## config.mk

```make
export PLATFORM = sky130hd
export DESIGN_NAME = mca_dma_arb
export DESIGN_NICKNAME = d
export VERILOG_FILES = /design/src/rtl/mca_dma_arb.sv
export SDC_FILE = /design/constraint.sdc
export NUM_CORES = 1
export LEC_CHECK = 0
export CAP_MARGIN = 5
export CORE_MARGIN = 5
export CORE_UTILIZATION = 40
export DETAILED_ROUTE_END_ITERATION = 10
export PLACE_DENSITY = 0.71
export SLEW_MARGIN = 20
export SYNTH_ARGS = -nofsm -noshare
export SYNTH_HDL_FRONTEND = slang
export SYNTH_SLANG_ARGS = --single-unit
```

## constraint.sdc

```tcl
create_clock -name clk14 -period 2.8 [get_ports clk14]
set_input_delay 0.28 -clock clk14 [delete_from_list [all_inputs] [get_ports clk14]]
set_output_delay 0.28 -clock clk14 [all_outputs]
set_load 0.005 [all_outputs]
```

## src/rtl/mca_dma_arb.sv

```systemverilog
`default_nettype none
// ============================================================================
// Module   : mca_dma_arb
// Purpose  : Micro Channel style DMA channel arbiter. Takes a DMA request from
//            the DSP and competes on the ARB[3:0] bus with its local
//            arbitration level. When it wins, it holds the bus for one
//            transfer or for a burst and acknowledges the DSP with dack_l.
//            An optional fairness hold stops the channel from re-requesting
//            until every other requester has been served.
// Ports    : clk14        - 14.318 MHz system clock; all state on rising edge
//            chreset_l    - asynchronous active-low channel reset
//            arb_level    - local arbitration level, 4'hF = channel disabled
//            burst_en     - 1 = burst tenure, 0 = one transfer per grant
//            fair_en      - 1 = fairness hold after each release
//            dreq         - DMA request from the DSP (async)
//            arb_grant_l  - ARB/GNT#: high = arbitration, low = grant (async)
//            arb_in       - sensed ARB[3:0] bus value
//            arb_oe       - per-bit open-collector pull-down enable for ARB
//            preempt_in   - sensed PREEMPT# line (async)
//            preempt_oe   - pulls PREEMPT# low
//            burst_oe     - pulls BURST# low
//            cmd          - bus CMD#, active low (async)
//            tc_l         - terminal count, active low
//            dack_l       - DMA acknowledge to the DSP, active low
//            owner        - 1 while this channel owns the bus
// Revision : 1.0 - initial release
// ============================================================================
module mca_dma_arb #(
    parameter int BURST_MAX   = 16,   // transfers per burst tenure, 1..255
    parameter int SYNC_STAGES = 2     // synchronizer depth, >= 1
) (
    input  logic       clk14,
    input  logic       chreset_l,
    input  logic [3:0] arb_level,
    input  logic       burst_en,
    input  logic       fair_en,
    input  logic       dreq,
    input  logic       arb_grant_l,
    input  logic [3:0] arb_in,
    output logic [3:0] arb_oe,
    input  logic       preempt_in,
    output logic       preempt_oe,
    output logic       burst_oe,
    input  logic       cmd,
    input  logic       tc_l,
    output logic       dack_l,
    output logic       owner
);

    // ------------------------------------------------------------------------
    // Constants
    // ------------------------------------------------------------------------
    localparam logic [7:0] c_burst_max = 8'(BURST_MAX);
    // Synchronizer lane order is {cmd, preempt_in, arb_grant_l, dreq}; the
    // reset value puts every lane at its inactive level.
    localparam logic [3:0] c_sync_rst  = 4'b1110;

    typedef enum logic [2:0] {
        ST_IDLE = 3'd0,
        ST_REQ  = 3'd1,
        ST_ARB  = 3'd2,
        ST_OWN  = 3'd3,
        ST_REL  = 3'd4,
        ST_FAIR = 3'd5
    } state_t;

    // ------------------------------------------------------------------------
    // Declarations
    // ------------------------------------------------------------------------
    logic [3:0] sync_q [SYNC_STAGES];
    logic [3:0] sync_d [SYNC_STAGES];

    logic       grant_prev_q, grant_prev_d;
    logic       cmd_prev_q,   cmd_prev_d;

    state_t     state_q, state_d;
    logic [7:0] count_q, count_d;

    logic       arb_phase_q,  arb_phase_d;
    logic       preempt_oe_q, preempt_oe_d;
    logic       burst_oe_q,   burst_oe_d;
    logic       dack_l_q,     dack_l_d;
    logic       owner_q,      owner_d;

    logic [3:0] w_sync_s;
    logic       w_dreq_s;
    logic       w_grant_s;
    logic       w_preempt_s;
    logic       w_cmd_s;
    logic       w_grant_fall;
    logic       w_grant_rise;
    logic       w_cmd_fall;
    logic       w_disabled;
    logic       w_win;
    logic [7:0] w_count_inc;
    logic       w_burst_stop;
    logic [3:0] w_arb_drive;
    logic       w_backoff;

    // ------------------------------------------------------------------------
    // Synchronized views of the asynchronous bus inputs
    // ------------------------------------------------------------------------
    assign w_sync_s    = sync_q[SYNC_STAGES-1];
    assign w_dreq_s    = w_sync_s[0];
    assign w_grant_s   = w_sync_s[1];
    assign w_preempt_s = w_sync_s[2];
    assign w_cmd_s     = w_sync_s[3];

    // Edges are taken between the synchronized value and its copy from the
    // previous clock, so every decision is made on clean, settled levels.
    assign w_grant_fall = grant_prev_q & ~w_grant_s;
    assign w_grant_rise = ~grant_prev_q & w_grant_s;
    assign w_cmd_fall   = cmd_prev_q & ~w_cmd_s;

    assign w_disabled   = (arb_level == 4'hF);
    // arb_in is sampled raw: by the time grant falls the ARB lines have long
    // since settled, and the synchronized grant edge is already late enough.
    assign w_win        = (arb_in == arb_level);
    assign w_count_inc  = count_q + 8'd1;

    // A burst ends on terminal count, withdrawn request, full burst or
    // another requester pulling PREEMPT#. The count saturates at
    // c_burst_max by leaving OWN, so the 8-bit counter never wraps.
    assign w_burst_stop = ~tc_l | ~w_dreq_s | (w_count_inc >= c_burst_max)
                        | ~w_preempt_s;

    // ------------------------------------------------------------------------
    // ARB[3:0] driver: MSB-first distributed compare. We drive every bit where
    // our level is 0 until we see a higher bit where we wanted 1 but some
    // other agent pulled the line to 0; from there down we back off.
    // ------------------------------------------------------------------------
    always_comb begin
        w_backoff   = 1'b0;
        w_arb_drive = 4'b0000;
        for (int i = 3; i >= 0; i--) begin
            w_arb_drive[i] = ~arb_level[i] & ~w_backoff;
            w_backoff      = w_backoff | (arb_level[i] & ~arb_in[i]);
        end
    end

    assign arb_oe = arb_phase_q ? w_arb_drive : 4'b0000;

    // ------------------------------------------------------------------------
    // Next-state and next-output logic
    // ------------------------------------------------------------------------
    always_comb begin
        sync_d[0] = {cmd, preempt_in, arb_grant_l, dreq};
        for (int i = 1; i < SYNC_STAGES; i++) begin
            sync_d[i] = sync_q[i-1];
        end

        grant_prev_d = w_grant_s;
        cmd_prev_d   = w_cmd_s;
        state_d      = state_q;
        count_d      = count_q;

        case (state_q)
            ST_IDLE: begin
                if (w_dreq_s && !w_disabled) begin
                    state_d = ST_REQ;
                end
            end

            ST_REQ: begin
                if (w_disabled || !w_dreq_s) begin
                    state_d = ST_IDLE;
                end else if (w_grant_s) begin
                    state_d = ST_ARB;
                end
            end

            ST_ARB: begin
                if (w_disabled) begin
                    state_d = ST_IDLE;
                end else if (w_grant_fall) begin
                    if (w_win) begin
                        // A win with the request already gone still has to
                        // hand the bus back through REL.
                        count_d = 8'd0;
                        state_d = w_dreq_s ? ST_OWN : ST_REL;
                    end else begin
                        // Lost: keep PREEMPT# asserted and retry at the next
                        // arbitration phase.
                        state_d = ST_REQ;
                    end
                end
            end

            ST_OWN: begin
                // arb_level is deliberately ignored here; a disable lands on
                // the next pass through IDLE.
                if (w_grant_rise) begin
                    // Bus taken away by the central arbiter.
                    state_d = ST_REL;
                end else if (w_cmd_fall) begin
                    count_d = w_count_inc;
                    if (!burst_en || w_burst_stop) begin
                        state_d = ST_REL;
                    end
                end
            end

            ST_REL: begin
                state_d = fair_en ? ST_FAIR : ST_IDLE;
            end

            ST_FAIR: begin
                // PREEMPT# high means no other agent is still waiting.
                if (w_preempt_s) begin
                    state_d = ST_IDLE;
                end
            end

            default: begin
                state_d = ST_IDLE;
            end
        endcase

        // Outputs are registered from the next state so the bus drivers and
        // dack_l come straight off flops and cannot glitch on state decode.
        arb_phase_d  = (state_d == ST_ARB);
        preempt_oe_d = (state_d == ST_REQ) || (state_d == ST_ARB);
        dack_l_d     = (state_d != ST_OWN);
        owner_d      = (state_d == ST_OWN);
        burst_oe_d   = (state_d == ST_OWN) && burst_en;
    end

    // ------------------------------------------------------------------------
    // State registers
    // ------------------------------------------------------------------------
    always_ff @(posedge clk14 or negedge chreset_l) begin
        if (!chreset_l) begin
            for (int i = 0; i < SYNC_STAGES; i++) begin
                sync_q[i] <= c_sync_rst;
            end
            grant_prev_q <= 1'b1;
            cmd_prev_q   <= 1'b1;
            state_q      <= ST_IDLE;
            count_q      <= 8'd0;
            arb_phase_q  <= 1'b0;
            preempt_oe_q <= 1'b0;
            burst_oe_q   <= 1'b0;
            dack_l_q     <= 1'b1;
            owner_q      <= 1'b0;
        end else begin
            sync_q       <= sync_d;
            grant_prev_q <= grant_prev_d;
            cmd_prev_q   <= cmd_prev_d;
            state_q      <= state_d;
            count_q      <= count_d;
            arb_phase_q  <= arb_phase_d;
            preempt_oe_q <= preempt_oe_d;
            burst_oe_q   <= burst_oe_d;
            dack_l_q     <= dack_l_d;
            owner_q      <= owner_d;
        end
    end

    assign preempt_oe = preempt_oe_q;
    assign burst_oe   = burst_oe_q;
    assign dack_l     = dack_l_q;
    assign owner      = owner_q;

endmodule
`default_nettype wire

```

Word-level counts from Yosys, hierarchy flattened

Cells that the tools add are included.

Reductions and logical operators: 11
Equal/unequal tests: 16
Magnitude comparators: 1
Bitwise operators: 30
Mux-type cells: 20
Add/subtract/negate cells: 1

Operators with widths:

| kind                  | number |
|---|---|
| $mux W8               | 5 |
| $mux W3               | 12 |
| $pmux W3 S6           | 1 |
| $not A1 Y1            | 16 |
| $pmux W8 S2           | 1 |
| $eq A3 B2 Y1 const B  | 4 |
| $ne A2 B2 Y1 const B  | 5 |
| $and A1 B1 Y1         | 9 |
| $add A8 B1 Y8 const B | 1 |
| $ge A8 B5 Y1 const B  | 1 |
| $eq A3 B1 Y1 const B  | 2 |
| $eq A3 B3 Y1 const B  | 2 |
| $reduce_and A6 Y1     | 1 |
| $or A1 B1 Y1          | 5 |
| $eq A4 B4 Y1          | 1 |
| $eq A4 B4 Y1 const B  | 1 |
| $mux W4               | 1 |
| $logic_not A1 Y1      | 3 |
| $logic_not A3 Y1      | 1 |
| $logic_or A1 B1 Y1    | 3 |
| $ne A3 B2 Y1 const B  | 1 |
| $logic_and A1 B1 Y1   | 2 |
| $reduce_bool A2 Y1    | 1 |

Word-level logic and storage cells: 90
Register bits after elaboration: 26
Bits of input ports: 17

Longest topological paths before layout

Depth in word-level cells: 11
Mapped depth: 7

Worst setup path after synthesis

Ideal clock, no wire load.

Path kind: register to register
From: reg grant_prev_q
To: reg dack_l_q, in the netlist dack_l
Setup time: 0.078 ns
Path slack: 0.785 ns
Arrival time: 1.937 ns
Data required time: 2.722 ns
Stages on the path, launching flop included: 6
Path through: dfstp_2 or2b_1 or4_1 o221a_1 or3_1 and3_1

Cells in the longest elaborated chain, start to end: 5

RTL lines:

| what                                        | RTL line | text |
|---|---|---|
| start: declaration                          | 73       | `logic grant_prev_q, grant_prev_d;` |
| start signal: assignment                    | 247      | `grant_prev_q <= grant_prev_d;` |
| $and A1 B1 Y1 or $not A1 Y1 (tied branches) | 111, 112 |  |
| $mux W3 or $and A1 B1 Y1 (tied branches)    | 175, 112 |  |
| $mux W3, on equally long branches           | 173, 192 |  |
| $pmux W3 S6 (*)                             | 157      | `case (state_q)` |
| $ne A3 B2 Y1 (*)                            | 223      | `dack_l_d = (state_d != ST_OWN);` |
| net dack_l_d                                | 82       | `logic dack_l_q, dack_l_d;` |
| end signal: assignment                      | 254      | `dack_l_q <= dack_l_d;` |
| end: declaration                            | 82       |  |

The timed path passes the listed nets; every way through them passes the cells marked *.
A chain may end at the register's enable or synchronous reset.

Final worst setup path

From: in arb_level[3]
To: out arb_oe[0]

Cells in the longest elaborated chain, start to end: 6

RTL lines:

| what                       | RTL line | text |
|---|---|---|
| start: declaration         | 34       | `input logic [3:0] arb_level,` |
| $and A1 B1 Y1              | 137      | `w_backoff = w_backoff \| (arb_level[i] & ~arb_in[i]);` |
| $or A1 B1 Y1 (2 in series) | 137      |  |
| $not A1 Y1                 | 136      | `w_arb_drive[i] = ~arb_level[i] & ~w_backoff;` |
| $and A1 B1 Y1              | 136      |  |
| $mux W4                    | 141      | `assign arb_oe = arb_phase_q ? w_arb_drive : 4'b0000;` |
| end: declaration           | 40       | `output logic [3:0] arb_oe,` |

No other way between the ends.

==> impl_summary.log <==
INFO  metric hold_class = in -> async
INFO  metric detailedRoute.firstIterationViolations = 37
INFO  metric drc_errors = 0
INFO  metric area_growth = 26.27%
INFO  metric list_of_cells_traversed_by_the_critical_path = clkdlybuf4s50_1 > ha_1 > or3b_2 > nor3_1 > clkdlybuf4s50_1
INFO  metric cp_slowest_cell = clkdlybuf4s50_1
INFO  metric total_grt_usage = 0.1292
INFO  metric die-width = 67.23 um
INFO  metric finalMaxSlewViolations = 0
INFO  metric synth.net_count = 149
INFO  metric antenna_violating_nets_post_route = 0
INFO  metric max_clock_freq = 413.5 MHz
INFO  metric power_density = 722.0 nW/um^2
INFO  metric worstSetupStartpointType = input port
INFO  metric place.port_buffers = 24
INFO  metric critical_path_buf_inv_count = 2
INFO  metric cellLeakagePower = 0.0006786 uW
INFO  metric postCtsSetupRepairBufs = 0
INFO  metric antenna_cells = 0
INFO  metric remaining_global_route_overflow = 0
INFO  metric route.detailed.wl_per_inst = 12.94 um
INFO  metric clock_latency = 0.31 ns
INFO  metric antenna_found_initial = 0
INFO  metric die_area = 4519 um^2
INFO  metric cts_repair_resize_count = 0
INFO  metric ctsHtreeMaxLevel = 1
INFO  metric fin_crit = 2.419 ns
INFO  metric pre_cts_ws = 0.3631 ns
INFO  metric report.final.setup_viol = 0
INFO  metric detailedPlacementHpwl = 2044 um
INFO  metric tritoncts = built
INFO  metric fillerInstances = 304
INFO  metric grt_setup_unrepaired = no
INFO  metric storage_element_area = 661.9 um^2
INFO  metric syn_inst = 128
INFO  metric max-vdd-ir-drop = 428.8 uV
INFO  metric cpLargestDelayFamily = buffers and inverters
INFO  metric timing.max_slew.rel_slack = 0.5234
INFO  metric finish.instance_area = 1654 um^2
INFO  metric grt_pass1_vias = 967
INFO  metric postSynthAreaPerCell = 10.23 um^2
INFO  metric postSynth.asyncResetShare = 1.000
INFO  metric path_clk_slew = 0.13 ns
INFO  metric layout_common_cells = clkdlybuf4s50_1 (24), dfrtp_1 (17), nand2_1 (12)
INFO  metric wire_length_of_the_first_global_routing_pass = 4478 um
INFO  metric numClockSinks = 26
INFO  metric synthDistinctLibCells = 40
INFO  metric core = 3103 um^2
INFO  metric crit_required = 2.52 ns
INFO  metric fin_worst_skew = 0.003714 ns
INFO  metric worst_ep_arrival_time = 2.14 ns
INFO  metric ys_seq_area_frac = 0.5053
INFO  metric yosys_register_bits = 26
INFO  metric yosys_warnings = 0
INFO  metric dieHeight = 67.23 um
INFO  metric final_hold_viol_count = 0
INFO  metric finalWeightedCongestion = 0.9005
INFO  metric max_cap_viol_count = 0
INFO  metric drt-pass1-iter-count = 4
INFO  metric synth-edff-count = 0
INFO  metric drt-vias-per-instance = 5.305
INFO  metric placement_rows = 20
INFO  metric detailed_place.area = 1602 um^2
INFO  metric tightestPinTransition = 0.7150 ns
INFO  metric cpPeakStageDelay = 0.52 ns
INFO  metric critical_path.endpoint_type = primary output
INFO  metric fin_tns_setup = 0 ns
INFO  metric fin_crit_sh = 0.8638
INFO  metric io_pins = 25
INFO  metric grt_max_degree = 27
INFO  metric critPathMostFrequentCell = clkdlybuf4s50_1
INFO  metric layout.nets = 178
INFO  metric drive_gt1_frac = 0.1154
INFO  metric worst-setup-path-type = in -> out
INFO  metric cts_buffer_depth = 2
INFO  metric critical_path_peak_fanout = 4
INFO  metric initial_util = 0.4222
INFO  metric cts_made_buffers = 3
INFO  metric combined_area_of_the_multi_input_logic_cells = 610.6 um^2
INFO  metric layout.cells.most_common = clkdlybuf4s50_1
INFO  metric synthFlopType = dfrtp_1
INFO  metric clock-root-buffer = clkbuf_4
INFO  metric netlist_area = 1310 um^2
INFO  metric run_status = complete, no violations
INFO  metric cts_hold_repair.buffers = 0
INFO  metric post-route-worst-setup-slack = 0.3814 ns
INFO  metric detail_route.wirelength = 2588 um
INFO  metric fin_worst_hold_slack = 0.3008 ns
INFO  metric dr_vias = 1061
-- worst reg2reg max path, delay by kind of cell (launching register included) --
kind | cells | cell delay (ns)
AND/OR/NAND/NOR | 3 | 1.04
flip-flops | 1 | 0.56
AO/OA/AOI/OAI | 2 | 0.47
-- area by class of cell --
cell class              instances  share of cell area
flip-flops and latches         26              0.4002
well taps                      44             0.03328
multi-input cells              94              0.3691
clock buffers                   3             0.01362
repair buffers                 25              0.1498
clock inverters                 1             0.01815
inverters                       7             0.01588
-- cells by family (layout without fill, tap and decap cells) --
logic type | count (synthesis) | after routing | share of synthesized area
and+or+nand+nor | 58 | 58 | 0.2474
adders and majority gates | 4 | 4 | 0.03821
buffers and inverters | 8 | 36 | 0.02866
xor gates and xnor gates | 4 | 4 | 0.02675
DFF | 26 | 26 | 0.5053
AOI/OAI and AO/OA | 28 | 28 | 0.1538
-- sequential cells by signal (all words and copies together) (netlist names) --
register / count
arb_phase_q: 1
burst_oe: 1
cmd_prev_q: 1
count_q: 8
dack_l: 1
grant_prev_q: 1
owner: 1
preempt_oe: 1
state_q: 3
sync_d: 4
w_sync_s: 4
-- per-stage QoR --
stage	std cells	utilization	total power [uW]
floorplan	128	-	803.8
global placement	196	0.5161	929.5
detailed placement	196	0.5161	948.5
CTS	200	0.5331	1201
global route	200	0.5331	1281
finish	200	0.5331	1194
-- cells in the mapped netlist, types with 2 or more instances --
| master | instances | area share |
|---|---|---|
| dfrtp_1 | 17 | 0.32 |
| ha_1 | 4 | 0.038 |
| and3_1 | 2 | 0.0095 |
| a41oi_1 | 2 | 0.013 |
| nand2b_1 | 5 | 0.024 |
| or2_2 | 2 | 0.0095 |
| o21ai_0 | 10 | 0.038 |
| nand3_1 | 5 | 0.019 |
| or3_1 | 2 | 0.0095 |
| or2b_1 | 2 | 0.011 |
| inv_1 | 7 | 0.020 |
| nand2_1 | 12 | 0.034 |
| a22o_1 | 4 | 0.027 |
| nor2b_1 | 3 | 0.014 |
| nand4_1 | 5 | 0.024 |
| dfstp_2 | 9 | 0.18 |
| nor2_1 | 7 | 0.020 |
| xor2_1 | 3 | 0.020 |
| nor3_1 | 2 | 0.0076 |
| o22ai_1 | 2 | 0.0095 |
| and2_1 | 4 | 0.019 |
-- layer usage --
layer	global-route usage	up-vias	part of all wire
met1	0.1755	493	0.47
li1	-	528	-
met5	0	-	0
met4	0.03038	0	0.010
met3	0.04326	4	0.065
met2	0.1988	36	0.45
-- power breakdown --
group          switching, uW  internal [uW]  total, uW
Clock                    106            145        250
Combinational            165            197        362
Sequential               105            477        582
-- path summary, 6_finish.rpt --
path	startpoint	to	slack [ns]	cells past startpoint
hold / removal	chreset_l	count_q[1]	0.30	2
min in group clk14	arb_grant_l	sync_d[1]	0.35	1
hold reg to reg	sync_d[3]	w_sync_s[3]	0.37	0
setup reg to reg	grant_prev_q	burst_oe	0.66	5
setup / recovery	arb_level[3]	arb_oe[0]	0.38	5
max in group asynchronous	chreset_l	w_sync_s[1]	2.21	2
(Power assumes the default switching activity.)
